--- config.mk ---
export PLATFORM = sky130hd
export DESIGN_NAME = seq_alu
export DESIGN_NICKNAME = d
export VERILOG_FILES = /design/src/rtl/seq_alu.sv
export SDC_FILE = /design/constraint.sdc
export NUM_CORES = 1
export LEC_CHECK = 0
export ABC_AREA = 1
export BUFFER_PORTS_ARGS = -buffer_cell sky130_fd_sc_hd__buf_2
export CAP_MARGIN = 10
export CELL_PAD_IN_SITES_DETAIL_PLACEMENT = 1
export CELL_PAD_IN_SITES_GLOBAL_PLACEMENT = 1
export CORE_UTILIZATION = 35
export DETAILED_ROUTE_END_ITERATION = 8
export GPL_ROUTABILITY_DRIVEN = 0
export GPL_TIMING_DRIVEN = 0
export PLACE_DENSITY = 0.68
export SYNTH_ARGS = -nofsm -noshare
export SYNTH_HDL_FRONTEND = slang
export SYNTH_SLANG_ARGS = --single-unit
--- constraint.sdc ---
create_clock -name clock -period 2.7 [get_ports clock]
set_clock_uncertainty 0.15 [all_clocks]
set_input_delay 0.135 -clock clock [delete_from_list [all_inputs] [get_ports clock]]
set_output_delay 0.135 -clock clock [all_outputs]
set_load 0.02 [all_outputs]
--- src/rtl/seq_alu.sv ---
`default_nettype none
// ============================================================================
//  Module   : seq_alu
//  Brief    : Multi-cycle signed ALU. Add/sub in one cycle; shift-add multiply
//             and restoring divide over WIDTH iterations, start/busy/done.
//  Revision : 1.0  initial release
// ============================================================================
module seq_alu #(
    parameter int WIDTH = 6
) (
    input  logic               clock,
    input  logic               reset,
    input  logic               start,
    input  logic [WIDTH-1:0]   a,
    input  logic [WIDTH-1:0]   b,
    input  logic [1:0]         func,
    output logic               busy,
    output logic               done,
    output logic [2*WIDTH-1:0] out,
    output logic               overflow,
    output logic               div_by_zero
);
    localparam int                 c_cnt_w   = $clog2(WIDTH + 1);
    localparam logic [1:0]         c_st_idle = 2'd0;
    localparam logic [1:0]         c_st_run  = 2'd1;
    localparam logic [1:0]         c_st_fix  = 2'd2;
    localparam logic [WIDTH-1:0]   c_min     = {1'b1, {(WIDTH-1){1'b0}}};
    localparam logic [c_cnt_w-1:0] c_last    = c_cnt_w'(WIDTH - 1);

    logic [1:0]         r_state;
    logic [1:0]         w_state_next;
    logic [c_cnt_w-1:0] r_cnt;
    logic               r_is_div;
    logic               r_neg_res;
    logic               r_neg_rem;
    logic               r_b_zero;
    logic               r_ovf_case;
    logic [WIDTH-1:0]   r_a_raw;
    logic [WIDTH:0]     r_opnd;
    logic [WIDTH:0]     r_hi;
    logic [WIDTH-1:0]   r_lo;
    logic               r_done;
    logic [2*WIDTH-1:0] r_out;
    logic               r_ovf;
    logic               r_dbz;

    logic               w_accept;
    logic [WIDTH:0]     w_a_ext;
    logic [WIDTH:0]     w_b_ext;
    logic [WIDTH:0]     w_a_mag;
    logic [WIDTH:0]     w_b_mag;
    logic [WIDTH-1:0]   w_as_res;
    logic               w_as_ovf;
    logic [WIDTH+1:0]   w_mul_sum;
    logic [WIDTH:0]     w_div_shift;
    logic [WIDTH+1:0]   w_div_diff;
    logic               w_div_ge;
    logic [2*WIDTH-1:0] w_prod;
    logic [2*WIDTH-1:0] w_mul_res;
    logic [WIDTH-1:0]   w_quo;
    logic [WIDTH-1:0]   w_rem;
    logic [2*WIDTH-1:0] w_div_res;

    assign w_accept = (r_state == c_st_idle) && start;

    // One extra bit so that the magnitude of the most negative value fits.
    assign w_a_ext = {a[WIDTH-1], a};
    assign w_b_ext = {b[WIDTH-1], b};
    assign w_a_mag = a[WIDTH-1] ? -w_a_ext : w_a_ext;
    assign w_b_mag = b[WIDTH-1] ? -w_b_ext : w_b_ext;

    assign w_as_res = func[0] ? (a - b) : (a + b);
    assign w_as_ovf = func[0]
                    ? ((a[WIDTH-1] != b[WIDTH-1]) && (w_as_res[WIDTH-1] != a[WIDTH-1]))
                    : ((a[WIDTH-1] == b[WIDTH-1]) && (w_as_res[WIDTH-1] != a[WIDTH-1]));

    // Multiply: r_hi accumulates, r_lo holds the multiplier and collects low product bits.
    assign w_mul_sum = {1'b0, r_hi} + (r_lo[0] ? {1'b0, r_opnd} : {(WIDTH+2){1'b0}});

    // Divide: r_hi is the partial remainder, r_lo shifts dividend out and quotient in.
    assign w_div_shift = {r_hi[WIDTH-1:0], r_lo[WIDTH-1]};
    assign w_div_diff  = {1'b0, w_div_shift} - {1'b0, r_opnd};
    assign w_div_ge    = !w_div_diff[WIDTH+1];

    assign w_prod    = {r_hi[WIDTH-1:0], r_lo};
    assign w_mul_res = r_neg_res ? -w_prod : w_prod;
    assign w_quo     = r_neg_res ? -r_lo : r_lo;
    assign w_rem     = r_neg_rem ? -r_hi[WIDTH-1:0] : r_hi[WIDTH-1:0];
    assign w_div_res = r_b_zero ? {{WIDTH{1'b1}}, r_a_raw} : {w_quo, w_rem};

    always_ff @(posedge clock) begin
        if (reset) begin
            r_state <= c_st_idle;
        end else begin
            r_state <= w_state_next;
        end
    end

    always_comb begin
        w_state_next = r_state;
        case (r_state)
            c_st_idle: if (start && func[1]) w_state_next = c_st_run;
            c_st_run:  if (r_cnt == c_last)  w_state_next = c_st_fix;
            c_st_fix:  w_state_next = c_st_idle;
            default:   w_state_next = c_st_idle;
        endcase
    end

    always_comb begin
        busy = 1'b0;
        if (r_state != c_st_idle) busy = 1'b1;
    end

    always_ff @(posedge clock) begin
        if (reset) begin
            r_cnt      <= '0;
            r_is_div   <= 1'b0;
            r_neg_res  <= 1'b0;
            r_neg_rem  <= 1'b0;
            r_b_zero   <= 1'b0;
            r_ovf_case <= 1'b0;
            r_a_raw    <= '0;
            r_opnd     <= '0;
            r_hi       <= '0;
            r_lo       <= '0;
            r_done     <= 1'b0;
            r_out      <= '0;
            r_ovf      <= 1'b0;
            r_dbz      <= 1'b0;
        end else begin
            r_done <= 1'b0;
            if (w_accept) begin
                if (!func[1]) begin
                    r_out  <= {{WIDTH{w_as_res[WIDTH-1]}}, w_as_res};
                    r_ovf  <= w_as_ovf;
                    r_dbz  <= 1'b0;
                    r_done <= 1'b1;
                end else begin
                    r_is_div   <= func[0];
                    r_neg_res  <= a[WIDTH-1] ^ b[WIDTH-1];
                    r_neg_rem  <= a[WIDTH-1];
                    r_b_zero   <= (b == '0);
                    r_ovf_case <= (a == c_min) && (b == '1);
                    r_a_raw    <= a;
                    r_cnt      <= '0;
                    r_hi       <= '0;
                    if (func[0]) begin
                        r_lo   <= w_a_mag[WIDTH-1:0];
                        r_opnd <= w_b_mag;
                    end else begin
                        r_lo   <= w_b_mag[WIDTH-1:0];
                        r_opnd <= w_a_mag;
                    end
                end
            end else if (r_state == c_st_run) begin
                r_cnt <= r_cnt + c_cnt_w'(1);
                if (r_is_div) begin
                    r_hi <= w_div_ge ? w_div_diff[WIDTH:0] : w_div_shift;
                    r_lo <= {r_lo[WIDTH-2:0], w_div_ge};
                end else begin
                    r_hi <= w_mul_sum[WIDTH+1:1];
                    r_lo <= {w_mul_sum[0], r_lo[WIDTH-1:1]};
                end
            end else if (r_state == c_st_fix) begin
                r_out  <= r_is_div ? w_div_res : w_mul_res;
                r_ovf  <= r_is_div && r_ovf_case;
                r_dbz  <= r_is_div && r_b_zero;
                r_done <= 1'b1;
            end
        end
    end

    assign done        = r_done;
    assign out         = r_out;
    assign overflow    = r_ovf;
    assign div_by_zero = r_dbz;

endmodule
`default_nettype wire
==> results.yml, run 1 <==
status:
  status: "complete, but fails checks"
  violations: "negative hold slack"
worst_setup_path:
  slowest_delay_ns: 0.60
  crit_type: "register to register"
  crit_path_cell_trace: "ha_1 -> nand2_1 -> inv_1 -> a21oi_4 -> nand2_4 -> nand3_1 -> nand3_1 -> nand2_1 -> a21oi_1"
  r2r_cells: 9
  crit_family: "simple AND/OR/NAND/NOR gates"
  endpoint_kind: "register"
  path_max_fanout: 8
  critical_path_buf_inv_count: 1
  start_kind: "register"
  r2r_slack_ns: 0.35
  r2r_end: "r_hi[5]$_SDFFE_PP0P_"
  rr_startpoint: "r_hi[4]$_SDFFE_PP0P_"
  path_depth: 9
  cp_slowest_cell: "dfxtp_1"
  crit_required_ns: 2.70
  cp_data_arrival_time_ns: 2.35
logic_synthesis:
  synth-main-ff-cell: "dfxtp_1"
  syn_nets: 699
  ys_ff_latch: 50
  yosys-top-cells-area: "dfxtp_1 24%, nand2_1 15%, ha_1 8.4%, inv_1 7.5%, o21ai_0 7.0%"
  syn_area_per_cell_sq_um: 6.40
  synthCells: 651
  synth_top_area_share_pct: 24.0
  async_flop_share_pct: 0
  ys_types: 47
  synth_top_area_cell: "dfxtp_1"
  synth_warnings: 0
  synth-edff-count: 0
  syn_area_sq_um: 4170
  ys_seq_area_share_pct: 24.0
floorplanning:
  die_area_sq_um: 12300
  rows: 39
  die_y_um: 111
  ios: 33
  die_x_um: 111
  core_sq_um: 11500
  start_util_pct: 36.2
route:
  wl_per_cell_um: 17.0
  wirelength_mm: 14.2
  firstDrtPassIters: 4
  first_iter_violations: 203
  dr_total_vias: 4448
  viasPerCell: 5.34
  postRouteAntennaNets: 0
  drc: 0
global_routing:
  grt_use_total_pct: 24.2
  grt_pass1_wl_mm: 23.7
  antenna_found_initial: 0
  grt_pass1_vias: 4507
  grt_max_degree: 16
  grt_overflow: 0
clock_network:
  hold_buffers: 0
  post_cts_buffers: 0
  cts_sinks: 50
  cts_resized: 0
  cts_root_buf: "clkbuf_16"
  cts_tree: "built"
  cts_buffers: 5
  clock_latency_ns: 0.30
  ctsHtreeMaxLevel: 2
  clkSlewWorstSetupHoldPaths_ns: 0.07
  cts_buffer_depth: 2
cells_and_area:
  final_common_cell: "nand2_1"
  final_cells: 833
  drive_gt1_share_pct: 11.6
  nets: 737
  area_growth_pct: 12.0
  fill_cells: 1543
  antenna_cells: 0
  final_cell_mix: "167 x nand2_1, 83 x inv_1, 58 x o21ai_0"
sta:
  min_period_over_period_pct: 87.0
  fmax_mhz: 426
  min_period_ns: 2.35
  relSlewSlack_pct: 56.9
  tns_ns: 0
  rsz0062_at_grt: "false"
  worstMarginPinSlew_ns: 0.646
  setup_viol: 0
  hold_violations: 1
  drv_slew: 0
  fin_hold_ws_ns: -0.00344
power:
  pwr-share-seq_pct: 37.8
  p_sw_share_pct: 34.3
  netSwitchingPower_uw: 732
  p_clk_share_pct: 34.7
  pwr_density_cell_nw_per_um2: 457
  ir_drop_mv: 0.210
  p_int_mw: 1.40
  combPwrFrac_pct: 27.5
  leakagePower_nw: 2.25
place:
  dp_cells: 825
  post-dp-hpwl_mm: 11.5
  portBuffers: 31
min_path:
  hold_depth: 2
  min_from: "reset"
  hp-class: "input port to register"
  holdPathEnd: "r_opnd[1]$_SDFFE_PP0P_"
flow_run:
  maxCapViolCount: 0
-- how the worst max path moves through the flow --
stage / from / end
4_1_cts: r_lo[0]$_SDFFE_PP0P_ / r_hi[5]$_SDFFE_PP0P_
3_3_place_gp: b[0] / out[10]$_SDFFE_PP0P_
6_report: r_hi[4]$_SDFFE_PP0P_ / r_hi[5]$_SDFFE_PP0P_
2_1_floorplan: r_lo[0]$_SDFFE_PP0P_ / r_hi[5]$_SDFFE_PP0P_
3_5_place_dp: b[0] / out[11]$_SDFFE_PP0P_
5_1_grt: r_lo[0]$_SDFFE_PP0P_ / r_hi[5]$_SDFFE_PP0P_
-- registers in the layout, indices dropped and copies added, names as in the netlist, 2 cells and up --
signal and cells:
r_a_raw 5, r_state 2, out 12, r_hi 7, r_opnd 7, r_lo 6
r_cnt 3
-- synth_stat cells (6+ instances only) --
cell,n
xor2_1,7
nand3_1,51
nand2_1,167
inv_1,83
buf_2,6
dfxtp_1,50
o21ai_0,58
clkbuf_1,11
nor2_1,41
nand4_1,11
a21oi_2,6
a21oi_1,54
inv_2,6
ha_1,28
-- cell families after synthesis --
group / after synthesis / share of synthesized area, %
buf+inv: 112 / 10.5
compound gates: 150 / 20.5
xor+xnor: 11 / 2.31
simple gates: 297 / 32.8
fa+ha+maj: 31 / 9.85
flops: 50 / 24.0
-- per-layer routing --
metal	share of wire [%]	routed length [um]	track usage [%]	vias to the layer above
met2	46	6570	41.4	72
met1	48	6860	32.6	2134
met5	0	0	0	-
met3	2.6	375	1.48	19
met4	2.5	354	7.39	0
li1	-	-	-	2223
-- power groups by stage --
stage                     clock (mW)  combinational, mW  sequential [mW]
after global routing           0.781              0.664            0.810
after floorplan                    0              0.391            0.832
after detailed placement           0              0.584            0.822
final                          0.741              0.586            0.806
after CTS                      0.749              0.587            0.805
after global placement             0              0.568            0.820
-- worst reg2reg max path, stage by stage (launching register included) --
cell     delay, ns
dfxtp_1       0.60
ha_1          0.39
nand2_1       0.14
inv_1         0.08
a21oi_4       0.30
nand2_4       0.14
nand3_1       0.12
nand3_1       0.12
nand2_1       0.11
a21oi_1       0.06
-- stage by stage --
step                power, mW  hold slack, ns  util [%]  cell area (sq um)  worst slack, ns
finish                   2.13        -0.00344      40.5               4670            0.350
global route             2.25          0.0258      40.5               4670           0.0995
CTS                      2.14         0.00316      40.5               4670            0.153
detailed placement       1.41           0.312      39.1               4500           0.0830
global placement         1.39           0.303      39.1               4500            0.108
floorplan                1.22           0.147         -               4170            0.652
-- cell type report --
type | count | area, sq um | share of cell area, %
Sequential cell | 50 | 1000 | 21.4
Inverter | 92 | 348 | 7.45
Tap cell | 143 | 179 | 3.83
Buffer | 20 | 91.3 | 1.96
Multi-Input combinational cell | 489 | 2730 | 58.4
Clock buffer | 6 | 129 | 2.76
Timing Repair Buffer | 31 | 155 | 3.32
Clock inverter | 2 | 37.5 | 0.804
Power figures use the tool's default switching activity.
==> run 2: changes to the inputs <==
--- a/config.mk
+++ b/config.mk
@@ -9,11 +9,10 @@
 export BUFFER_PORTS_ARGS = -buffer_cell sky130_fd_sc_hd__buf_2
 export CAP_MARGIN = 10
-export CELL_PAD_IN_SITES_DETAIL_PLACEMENT = 1
-export CELL_PAD_IN_SITES_GLOBAL_PLACEMENT = 1
 export CORE_UTILIZATION = 35
 export DETAILED_ROUTE_END_ITERATION = 8
 export GPL_ROUTABILITY_DRIVEN = 0
 export GPL_TIMING_DRIVEN = 0
-export PLACE_DENSITY = 0.68
+export PLACE_DENSITY = 0.51
+export SKIP_CTS_REPAIR_TIMING = 1
 export SYNTH_ARGS = -nofsm -noshare
 export SYNTH_HDL_FRONTEND = slang
--- a/constraint.sdc
+++ b/constraint.sdc
@@ -3,3 +3,3 @@
 set_input_delay 0.135 -clock clock [delete_from_list [all_inputs] [get_ports clock]]
 set_output_delay 0.135 -clock clock [all_outputs]
-set_load 0.02 [all_outputs]
+set_load 0.01 [all_outputs]
==> results.yml, run 2 (synthesis gave the netlist of run 1 again) <==
flow_run:
  maxCapViolCount: 0
worst_setup_path:
  r2r_end: "r_hi[3]$_SDFFE_PP0P_"
  cp_slowest_cell: "fa_1"
  r2r_slack_ns: 0.37
  crit_type: "register to register"
  endpoint_kind: "register"
  rr_startpoint: "r_lo[0]$_SDFFE_PP0P_"
  cp_data_arrival_time_ns: 2.34
  crit_required_ns: 2.71
  crit_path_cell_trace: "clkbuf_2 -> nand2_1 -> inv_1 -> ha_1 -> inv_1 -> fa_1 -> inv_1 -> nand2_1 -> nand2_1 -> xnor2_1 -> a21oi_1 -> nand2_1 -> a21oi_1"
  slowest_delay_ns: 0.39
  path_max_fanout: 10
  r2r_cells: 13
  path_common_cell: "nand2_1"
  start_kind: "register"
floorplanning:
  rows: 39
  die_y_um: 111
  die_x_um: 111
  start_util_pct: 36.2
  ios: 33
  die_area_sq_um: 12300
  core_sq_um: 11500
place:
  portBuffers: 31
  post-dp-hpwl_mm: 10.3
clock_network:
  cts_sinks: 50
  clkSlewWorstSetupHoldPaths_ns: 0.08
  cts_buffer_depth: 2
  cts_buffers: 5
  clock_latency_ns: 0.29
  cts_tree: "built"
  ctsHtreeMaxLevel: 2
  cts_root_buf: "clkbuf_16"
route:
  postRouteAntennaNets: 0
  viasPerCell: 5.20
  drc: 0
  wl_per_cell_um: 15.4
  dr_total_vias: 4332
  firstDrtPassIters: 4
  first_iter_violations: 196
  wirelength_mm: 12.8
cells_and_area:
  drive_gt1_share_pct: 11.7
  largest_reg_flops: 12
  area_growth_pct: 12.7
  nets: 737
  final_common_cell: "nand2_1"
  antenna_cells: 0
  final_cell_mix: "167 x nand2_1, 83 x inv_1, 58 x o21ai_0"
power:
  netSwitchingPower_uw: 714
  p_int_mw: 1.49
  ir_drop_mv: 0.326
  pwr_density_cell_nw_per_um2: 470
  p_sw_share_pct: 32.3
  pwr-share-seq_pct: 36.4
  combPwrFrac_pct: 25.2
  power_mw: 2.21
  p_clk_share_pct: 38.4
  leakagePower_nw: 2.27
sta:
  tns_ns: 0
  hold_violations: 0
  fmax_mhz: 429
  relSlewSlack_pct: 55.4
  worstMarginPinSlew_ns: 0.669
  setup_viol: 0
  rsz0062_at_grt: "false"
  drv_slew: 0
  min_period_over_period_pct: 86.3
  min_period_ns: 2.33
global_routing:
  grt_use_total_pct: 21.7
  grt_pass1_wl_mm: 21.3
  grt_overflow: 0
  antenna_found_initial: 0
  grt_pass1_vias: 4165
  grt_max_degree: 17
status:
  status: "complete, no violations"
min_path:
  hp-class: "input port to register"
  min_from: "reset"
  holdPathEnd: "r_opnd[1]$_SDFFE_PP0P_"
  hold_depth: 2
[run 2: changes by cell type in the layout (fill, tap and decap cells not counted)]
cell        change
clkinv_4        +1
clkbuf_1        -1
bufinv_16       +1
clkinvlp_4      -1
[run 2: worst max-delay path, delay by kind of cell (launching register included)]
kind / cells / cell delay [ns]
compound gates: 2 / 0.17
xor+xnor: 1 / 0.16
simple gates: 4 / 0.31
buf+inv: 4 / 0.49
flops: 1 / 0.33
fa+ha+maj: 2 / 0.58
[run 2: how the worst max path moves through the flow]
stage	startpoint	to	cells past startpoint
detailed placement	r_lo[0]$_SDFFE_PP0P_	r_hi[3]$_SDFFE_PP0P_	13
CTS	r_lo[0]$_SDFFE_PP0P_	r_hi[3]$_SDFFE_PP0P_	13
floorplan	r_lo[0]$_SDFFE_PP0P_	r_hi[5]$_SDFFE_PP0P_	15
global route	r_lo[0]$_SDFFE_PP0P_	r_hi[3]$_SDFFE_PP0P_	13
global placement	b[0]	out[8]$_SDFFE_PP0P_	14
finish	r_lo[0]$_SDFFE_PP0P_	r_hi[3]$_SDFFE_PP0P_	13
[run 2: metal layers]
layer	share of wire (%)	GRT usage, %
met5	0	0
met1	47	29.6
met2	46	37.1
met3	5.3	1.91
met4	1.4	5.05
[run 2: layout make-up]
type / count / area (sq um)
Buffer: 20 / 91.3
Clock buffer: 5 / 125
Clock inverter: 3 / 68.8
Fill cell: 1258 / 6820
Inverter: 92 / 348
Multi-Input combinational cell: 489 / 2730
Sequential cell: 50 / 1000
Tap cell: 143 / 179
Timing Repair Buffer: 31 / 155
[run 2: metrics by stage]
stage	worst slack [ns]	instances	hold slack (ns)	instance area, sq um	util [%]
after detailed placement	0.184	825	0.305	4500	39.1
after floorplan	0.652	651	0.147	4170	-
after global routing	0.194	833	0.0218	4700	40.8
final	0.370	833	0.00541	4700	40.8
after global placement	0.177	825	0.304	4500	39.1
after CTS	0.175	833	0.0139	4690	40.8
[run 2: power by group through the flow]
stage / Combinational [mW] / Clock, mW / Sequential [mW]
2_1_floorplan: 0.390 / 0 / 0.820
3_3_place_gp: 0.550 / 0 / 0.820
3_5_place_dp: 0.554 / 0 / 0.821
4_1_cts: 0.557 / 0.850 / 0.804
5_1_grt: 0.632 / 0.896 / 0.809
6_report: 0.556 / 0.848 / 0.804
